## src/rtl/score_display_driver.sv

```systemverilog
// score_display_driver: captures a binary score, converts it to packed BCD with a
// sequential double-dabble engine (one bit per clock) and drives NUM_DIGITS
// active-low seven-segment digits. Supports leading-zero blanking and saturates
// to all nines when the score does not fit. Displayed outputs only change on the
// commit cycle, so the previous value stays steady while a conversion runs.
module score_display_driver #(
  parameter int BIN_WIDTH     = 20,
  parameter int NUM_DIGITS    = 6,
  parameter int BLANK_LEADING = 1
) (
  input  logic                    clock,
  input  logic                    reset,
  input  logic [BIN_WIDTH-1:0]    value,
  input  logic                    load,
  output logic                    busy,
  output logic                    done,
  output logic                    overflow,
  output logic [4*NUM_DIGITS-1:0] bcd,
  output logic [8*NUM_DIGITS-1:0] segs
);

  // Number of BCD nibbles needed to hold 2^BIN_WIDTH-1, never fewer than NUM_DIGITS
  function automatic int calc_work_digits();
    logic [BIN_WIDTH+3:0] v;
    int                   n;
    v = {4'b0000, {BIN_WIDTH{1'b1}}};
    n = 0;
    for (int i = 0; i < BIN_WIDTH; i++) begin
      if (v != '0) begin
        v = v / (BIN_WIDTH+4)'(10);
        n = n + 1;
      end else begin
        n = n;
      end
    end
    if (n < NUM_DIGITS) begin
      n = NUM_DIGITS;
    end else begin
      n = n;
    end
    return n;
  endfunction

  localparam int WORK_DIGITS = calc_work_digits();
  localparam int WW          = 4 * WORK_DIGITS;
  // Comparison width wide enough for both the input and 10^NUM_DIGITS-1
  localparam int CW          = (BIN_WIDTH > 4*NUM_DIGITS) ? BIN_WIDTH : 4*NUM_DIGITS;
  localparam int CNT_W       = $clog2(BIN_WIDTH + 1);

  // Largest displayable value, 10^NUM_DIGITS-1
  function automatic logic [CW-1:0] calc_max_val();
    logic [CW-1:0] r;
    r = CW'(1);
    for (int i = 0; i < NUM_DIGITS; i++) begin
      r = r * CW'(10);
    end
    return r - CW'(1);
  endfunction

  localparam logic [CW-1:0]    MAX_VAL  = calc_max_val();
  localparam logic [CNT_W-1:0] CNT_LOAD = CNT_W'(BIN_WIDTH);

  // Active-low segment pattern for one BCD digit; impossible codes go dark
  function automatic logic [7:0] seg_decode(input logic [3:0] nib);
    logic [7:0] s;
    case (nib)
      4'd0:    s = 8'hC0;
      4'd1:    s = 8'hF9;
      4'd2:    s = 8'hA4;
      4'd3:    s = 8'hB0;
      4'd4:    s = 8'h99;
      4'd5:    s = 8'h92;
      4'd6:    s = 8'h82;
      4'd7:    s = 8'hF8;
      4'd8:    s = 8'h80;
      4'd9:    s = 8'h90;
      default: s = 8'hFF;
    endcase
    return s;
  endfunction

  // Full segment image for a BCD word, blanking zero digits above the leading digit
  function automatic logic [8*NUM_DIGITS-1:0] render(input logic [4*NUM_DIGITS-1:0] b);
    logic [8*NUM_DIGITS-1:0] r;
    logic                    zero_above;
    r          = '1;
    zero_above = 1'b1;
    for (int k = NUM_DIGITS - 1; k >= 0; k--) begin
      zero_above = zero_above & (b[4*k +: 4] == 4'd0);
      if ((BLANK_LEADING != 0) && (k != 0) && zero_above) begin
        r[8*k +: 8] = 8'hFF;
      end else begin
        r[8*k +: 8] = seg_decode(b[4*k +: 4]);
      end
    end
    return r;
  endfunction

  localparam logic [8*NUM_DIGITS-1:0] SEGS_RST = render('0);

  typedef enum logic [1:0] {
    S_IDLE    = 2'd0,
    S_CONVERT = 2'd1,
    S_COMMIT  = 2'd2
  } state_t;

  state_t                  state_q,    state_d;
  logic                    busy_q,     busy_d;
  logic                    done_q,     done_d;
  logic                    ovf_pend_q, ovf_pend_d;
  logic                    overflow_q, overflow_d;
  logic [BIN_WIDTH-1:0]    bin_q,      bin_d;
  logic [WW-1:0]           work_q,     work_d;
  logic [CNT_W-1:0]        cnt_q,      cnt_d;
  logic [4*NUM_DIGITS-1:0] bcd_q,      bcd_d;
  logic [8*NUM_DIGITS-1:0] segs_q,     segs_d;

  logic [WW-1:0]           adj_s;
  logic [WW-1:0]           work_shift_s;
  logic [BIN_WIDTH-1:0]    bin_shift_s;

  // One double-dabble step: add 3 to every nibble >= 5, then shift {work, bin} left
  always_comb begin
    adj_s = work_q;
    for (int k = 0; k < WORK_DIGITS; k++) begin
      if (work_q[4*k +: 4] >= 4'd5) begin
        adj_s[4*k +: 4] = work_q[4*k +: 4] + 4'd3;
      end else begin
        adj_s[4*k +: 4] = work_q[4*k +: 4];
      end
    end
    work_shift_s = {adj_s[WW-2:0], bin_q[BIN_WIDTH-1]};
    bin_shift_s  = {bin_q[BIN_WIDTH-2:0], 1'b0};
  end

  // Next-state and datapath control for the capture/convert/commit sequence
  always_comb begin
    state_d    = state_q;
    busy_d     = busy_q;
    done_d     = 1'b0;
    ovf_pend_d = ovf_pend_q;
    overflow_d = overflow_q;
    bin_d      = bin_q;
    work_d     = work_q;
    cnt_d      = cnt_q;
    bcd_d      = bcd_q;
    segs_d     = segs_q;
    case (state_q)
      S_IDLE: begin
        if (busy_q) begin
          // Cycle after the done pulse: drop busy before taking new loads
          busy_d = 1'b0;
        end else if (load) begin
          bin_d      = value;
          work_d     = '0;
          cnt_d      = CNT_LOAD;
          busy_d     = 1'b1;
          ovf_pend_d = (CW'(value) > MAX_VAL);
          state_d    = S_CONVERT;
        end else begin
          state_d = S_IDLE;
        end
      end
      S_CONVERT: begin
        work_d = work_shift_s;
        bin_d  = bin_shift_s;
        cnt_d  = cnt_q - CNT_W'(1);
        if (cnt_q == CNT_W'(1)) begin
          state_d = S_COMMIT;
        end else begin
          state_d = S_CONVERT;
        end
      end
      S_COMMIT: begin
        if (ovf_pend_q) begin
          bcd_d = {NUM_DIGITS{4'h9}};
        end else begin
          bcd_d = work_q[4*NUM_DIGITS-1:0];
        end
        segs_d     = render(bcd_d);
        overflow_d = ovf_pend_q;
        done_d     = 1'b1;
        state_d    = S_IDLE;
      end
      default: begin
        state_d = S_IDLE;
        busy_d  = 1'b0;
      end
    endcase
  end

  // State and output registers; reset discards any conversion in flight
  always_ff @(posedge clock or negedge reset) begin
    if (!reset) begin
      state_q    <= S_IDLE;
      busy_q     <= 1'b0;
      done_q     <= 1'b0;
      ovf_pend_q <= 1'b0;
      overflow_q <= 1'b0;
      bin_q      <= '0;
      work_q     <= '0;
      cnt_q      <= '0;
      bcd_q      <= '0;
      segs_q     <= SEGS_RST;
    end else begin
      state_q    <= state_d;
      busy_q     <= busy_d;
      done_q     <= done_d;
      ovf_pend_q <= ovf_pend_d;
      overflow_q <= overflow_d;
      bin_q      <= bin_d;
      work_q     <= work_d;
      cnt_q      <= cnt_d;
      bcd_q      <= bcd_d;
      segs_q     <= segs_d;
    end
  end

  assign busy     = busy_q;
  assign done     = done_q;
  assign overflow = overflow_q;
  assign bcd      = bcd_q;
  assign segs     = segs_q;

endmodule

```

## config.mk

```make
export PLATFORM = sky130hd
export DESIGN_NAME = score_display_driver
export DESIGN_NICKNAME = d
export VERILOG_FILES = /design/src/rtl/score_display_driver.sv
export SDC_FILE = /design/constraint.sdc
export NUM_CORES = 1
export LEC_CHECK = 0
export ABC_AREA = 1
export CORE_AREA = 10 10 135 112
export CTS_CLUSTER_DIAMETER = 30
export CTS_CLUSTER_SIZE = 40
export DETAILED_ROUTE_END_ITERATION = 12
export DIE_AREA = 0 0 145 122
export HOLD_SLACK_MARGIN = 0.08
export PLACE_DENSITY_LB_ADDON = 0.08
export SETUP_SLACK_MARGIN = 0.2
export SLEW_MARGIN = 20
export SYNTH_ARGS = -nofsm -noshare
export SYNTH_HDL_FRONTEND = slang
export SYNTH_SLANG_ARGS = --single-unit
```

## constraint.sdc

```tcl
create_clock -name clock -period 2.3 [get_ports clock]
set_input_delay 0.46 -clock clock [delete_from_list [all_inputs] [get_ports clock]]
set_output_delay 0.46 -clock clock [all_outputs]
set_load 0.005 [all_outputs]
```

Word-level counts from Yosys, hierarchy flattened
Memories as Yosys holds them, arrays and structs flattened. A register that Yosys moved wholly into a read port is not among the register bits.
Cells that the tools add are included.

storage, ports and cells
  memory bits (read-only) = 672
  bits of input ports = 23
  memories = 6
  register bits after elaboration = 131

memory list
  name              words  width  read ports  clocked after memory_dff  write ports  RTL line  source
  (name not given)  16     7      1           0                         0            66        case (nib)
  (name not given)  16     7      1           0                         0            66
  (name not given)  16     7      1           0                         0            66
  (name not given)  16     7      1           0                         0            66
  (name not given)  16     7      1           0                         0            66
  (name not given)  16     7      1           1                         0            66

operators by class
  reductions and logical operators = 11
  muxes and demuxes = 31
  eq/ne operators = 5
  add/subtract/negate cells = 8
  $lt $le $gt $ge = 8
  bitwise operators = 5

operators with widths
  cell                                                               count
  2-to-1 mux 28 bit                                                  2
  case mux 28 bit (2 select lines)                                   1
  2-to-1 mux 24 bit                                                  2
  2-to-1 mux 20 bit                                                  2
  2-to-1 mux 8 bit                                                   5
  case mux 20 bit (2 select lines)                                   1
  greater-or-equal comparator 4 x 3 -> 1 bit, second input constant  7
  adder 4 x 2 -> 4 bit, second input constant                        6
  2-to-1 mux 4 bit                                                   6
  greater-than comparator 20 bit, second input constant              1
  logical NOT 4 bit                                                  5
  2-to-1 mux 5 bit                                                   2
  case mux 5 bit (2 select lines)                                    1
  AND reduction 3 bit                                                2
  == test 5 x 1 -> 1 bit, second input constant                      1
  subtractor 5 x 1 -> 5 bit, second input constant                   1
  bitwise AND 1 bit                                                  4
  2-to-1 mux 1 bit                                                   4
  2-to-1 mux 2 bit                                                   2
  != test 2 bit, second input constant                               2
  case mux 2 bit (2 select lines)                                    1
  adder 3 x 2 -> 3 bit, second input constant                        1
  2-to-1 mux 3 bit                                                   1
  == test 2 x 1 -> 1 bit, second input constant                      1
  other kinds (7)                                                    7

Longest topological paths before layout
  word-level depth = 8
  depth in mapped cells = 11
  mapped depth without buffers = 10

Least setup slack after synthesis
OpenSTA, ideal clock, no wires.

  path type = reg-to-reg
  start = reg ovf_pend_q
  end = reg segs_q[28] (netlist: segs[28])
  cell stages (with the launch flop) = 11
  setup slack = 0.536 ns
  setup time = 0.061 ns
  data required time = 2.239 ns
  buffers on the path = 2
  clock period less this slack = 1.764 ns
  arrival = 1.704 ns
  path through = dfrtp_1 > buf_6 > buf_6 > nor2_1 > ha_1 > nand3_4 > nor2_8 > nand2_2 > nand3_1 > nand2_1 > nand2_1

between the ends
  longest elaborated chain between the ends = 6
  elaborated cells between the ends (all ways) = 9

ends and longest elaborated chain
  what                                                                              RTL line  source
  start, declared                                                                   110       logic ovf_pend_q, ovf_pend_d;
  start signal, assigned                                                            209       ovf_pend_q <= ovf_pend_d;
  2-to-1 mux 24 bit (*)                                                             175       if (ovf_pend_q) begin
  2-to-1 mux 24 bit (*)                                                             148       case (state_q)
  parallel branches: the longest is 3 deep, another holds memory read (16 x 7 bit)  -
  2-to-1 mux 8 bit (*)                                                              90        if ((BLANK_LEADING != 0) && (k != 0) && zero_above) begin
  end signal, assigned                                                              215       segs_q <= segs_d;
  end, declared                                                                     116       logic [8*NUM_DIGITS-1:0] segs_q, segs_d;

Mark *: on every way between the ends. The select of a mux whose other input is x is not followed.
A chain may end at the register's enable or synchronous reset.

Worst setup path after layout
  start = reg segs_q[33] (netlist: segs[33])
  end = out segs[33]

RTL lines
  what           RTL line  source
  end, declared  19        output logic [8*NUM_DIGITS-1:0] segs

No word-level cell between the ends.

==> results.txt <==
----------------------------------------------------
[GRT]
  Wire length of the first global-routing pass ... 27.0 mm
  Remaining global-route overflow ... 0
  Number of global-route vias before repair ... 5548
  Largest net degree at the start of global routing ... 122
  GR Util All Layers ... 18.2%
  Initial antenna violation count ... 0

[Worst setup path]
  Type of origin of the critical path ... register
  Sequence of cells on the critical path ... clkdlybuf4s50_1
  Largest driver fanout on the critical path ... 2
  Max stage delay on crit path ... 0.55 ns
  Data arrival at the endpoint of the critical path ... 1.47 ns
  Critical Path Sink Type ... output port
  Top delay family on crit path ... flip-flops
  Crit Path Class ... reg2out
  Count of buffering cells on the critical path with inverters included ... 1
  FF-to-FF setup slack ... 0.38 ns
  Worst Path Required ... 1.84 ns
  Slowest cell on crit path ... sky130_fd_sc_hd__dfstp_2

[Logic synthesis]
  Synth Cell Area ... 6680 µm²
  Number of enable-type register cells in the synthesized netlist ... 0
  Predominant post-synthesis flop cell ... sky130_fd_sc_hd__dfrtp_1
  Instance count of the mapped netlist ... 815
  Area share of the leading cell type in the synthesized netlist ... 31.9%
  Post-synthesis sequential area ratio ... 46.0%
  YS warnings ... 0
  Most numerous cell in the Yosys netlist ... sky130_fd_sc_hd__nand2_1
  Number of library cell types mapped by synthesis ... 39
  Top cell type by total area after synthesis ... sky130_fd_sc_hd__dfrtp_1
  Top area cells in the synthesized netlist ... sky130_fd_sc_hd__dfrtp_1, sky130_fd_sc_hd__dfstp_2, sky130_fd_sc_hd__nand2_1
  Share of synthesized registers carrying an async set or reset ... 100%
  Mapped Avg Cell Area ... 8.19 µm²
  Number of register bits inferred by synthesis ... 121
  Cell types with the highest counts after synthesis ... sky130_fd_sc_hd__nand2_1, sky130_fd_sc_hd__nor2_1, sky130_fd_sc_hd__dfrtp_1

[Timing]
  Final setup slack of the worst path ... 0.371 ns
  Layout Skew ... 0.0167 ns
  Final hold slack ... 0.139 ns
  Worst slew margin ... 57.3%
  # setup viols final ... 0
  Min Clock Period, post-route ... 1.93 ns
  Setup tns final ... 0 ns
  Final hold viol count ... 0
  Setup repair after global routing missed its margin ... true
  Final max-slew violation count ... 0
  Post-route clock period utilization ... 83.9%
  Transition time at the pin with the least slew margin ... 0.641 ns
  Max Freq ... 519 MHz

[Drt]
  Ratio of routed vias to standard cells ... 5.21
  Total Routed Length ... 15.9 mm
  Routed wire length per instance ... 14.5 µm
  Starting DRT DRC Count ... 418
  DRC ... 0
  Total length of routed met2 wires ... 7.16 mm
  Total routed wire length on the met1 layer ... 7.75 mm
  Highest metal layer with signal wires ... met4
  Antenna-violating nets left ... 0
  Met3 wire length ... 856 µm
  Number of detailed-routing iterations run before antenna repair ... 5
  Number of vias after detailed routing ... 5701

[Run]
  Number of maximum-capacitance violations ... 0

[Placed design]
  Post-Place Cells ... 1064
  Last weighted congestion value of the routability-driven placer ... 0.889
  Placed Instance Area ... 7770 µm²
  Half-perimeter wire length after placement ... 11.0 mm
  Count of port buffers added during placement ... 91
  Post-Place Worst Slack ... 0.253 ns

[Min path]
  Class of the most critical hold timing path ... in2async

[Power]
  Areal power density over the cells ... 1340 nW/µm²
  Leakage power of the design ... 0.00399 µW
  Maximum vdd ir drop ... 807 µV

[Clocking]
  Max clock buf depth ... 2
  Clock net sink count ... 121
  CTS tree ... yes
  Clock insertion delay at the later pin of the skew report ... 0.43 ns
  Clock tree root buffer cell ... sky130_fd_sc_hd__clkbuf_16
  Total CTS buffers ... 17
  Number of levels in the clock H-tree ... 4
  Clock-pin slew on the worst setup and hold paths ... 0.05 ns

[Status]
  Result of the run ... finished clean

[Die]
  Initial Utilization ... 53.2%
  Floorplan row count ... 37
  Die W ... 145 µm
  Core outline area ... 12500 µm²
  DIE AREA ... 17700 µm²
  Die Y-Extent ... 122 µm
  Ports placed on the boundary ... 98

[Final layout]
  Antenna diodes ... 0
  Share of post-route cells with drive strength above 1 ... 11.5%
  Area of all placed cells without fillers ... 8310 µm²
  Area Growth Syn to Fin ... 24.4%
  Fillcell total ... 1003
  Number of standard cells in the layout, taps in and fillers out ... 1095
  Net total in the final layout ... 978

----------------------------------------------------
==> logic make-up after synthesis <==
group	count (synthesis)	synth area share (%)
simple gates	362	23.8
flops	121	46.0
other cells	1	0.0562
compound gates	156	12.7
buf+inv	122	7.83
fa+ha+maj	47	8.81
xor+xnor	6	0.787
==> power breakdown <==
part	internal (µW)	total (µW)	leakage, µW	switching, µW
clock	1510	2400	0.000264	897
sequential	3080	3630	0.00145	547
combinational	2120	5070	0.00227	2950
total	6710	11100	0.00399	4390
==> flip-flops by register name, summed over array words and instances (netlist names) <==
register / count
state_q: 2
overflow: 1
busy: 1
work_q: 24
segs: 42
ovf_pend_q: 1
cnt_q: 5
bcd: 24
bin_q: 20
done: 1
==> per-layer routing <==
layer / GRT usage [%] / vias to the layer above
met5: 0 / -
met4: 5.29 / 0
met3: 5.45 / 19
met2: 28.3 / 157
met1: 24.2 / 2717
li1: - / 2808
==> cells in the final DEF (no fill, tap or decap), types with 11 or more instances in the layout <==
cell type,netlist,final
sky130_fd_sc_hd__a21oi_1,41,41
sky130_fd_sc_hd__o21ai_0,80,80
sky130_fd_sc_hd__dfrtp_1,85,84
sky130_fd_sc_hd__inv_1,83,83
sky130_fd_sc_hd__nor2_1,93,90
sky130_fd_sc_hd__dfstp_2,36,36
sky130_fd_sc_hd__o211ai_1,15,15
sky130_fd_sc_hd__buf_4,7,11
sky130_fd_sc_hd__clkbuf_16,0,17
sky130_fd_sc_hd__nand2_1,195,195
sky130_fd_sc_hd__nand3_1,47,47
sky130_fd_sc_hd__ha_1,47,46
sky130_fd_sc_hd__clkdlybuf4s50_1,0,90
==> final cells by class <==
class | instances | area [µm²] | share of cell area [%]
multi-input cells | 577 | 3110 | 37.4
flip-flops and latches | 121 | 3070 | 37.0
repair buffers | 104 | 1040 | 12.6
clock buffers | 28 | 517 | 6.22
inverters | 87 | 329 | 3.96
well taps | 175 | 219 | 2.64
clock inverters | 3 | 15.0 | 0.181
==> metrics by stage <==
step	power [µW]	util, %
after CTS	11200	66.1
after detailed placement	8690	61.9
after floorplan	6740	-
final	11100	66.2
after global placement	8530	61.9
after global routing	12000	66.2
==> worst paths after layout <==
check	from	end	cells past startpoint
worst max-delay path	segs[33]$_DFFE_PN1P_	segs[33]	1
worst min-delay path	reset	bcd[22]$_DFFE_PN0P_	2
worst max register to register	ovf_pend_q$_DFFE_PN0P_	segs[35]$_DFFE_PN1P_	7
worst min register to register	segs[28]$_DFFE_PN1P_	segs[28]$_DFFE_PN1P_	2
max in group asynchronous	reset	ovf_pend_q$_DFFE_PN0P_	2
min in group clock	segs[28]$_DFFE_PN1P_	segs[28]$_DFFE_PN1P_	2
==> repair_timing <==
item | 4_1_cts | 5_1_grt
endpoints found under the setup margin | 0 | 25
hold endpoints to repair | 0 | 0
buffers inserted | 0 | 0
resized for setup | 0 | 4
hold buffers | 0 | 0
Note: power is estimated with default switching activity, not from simulation.
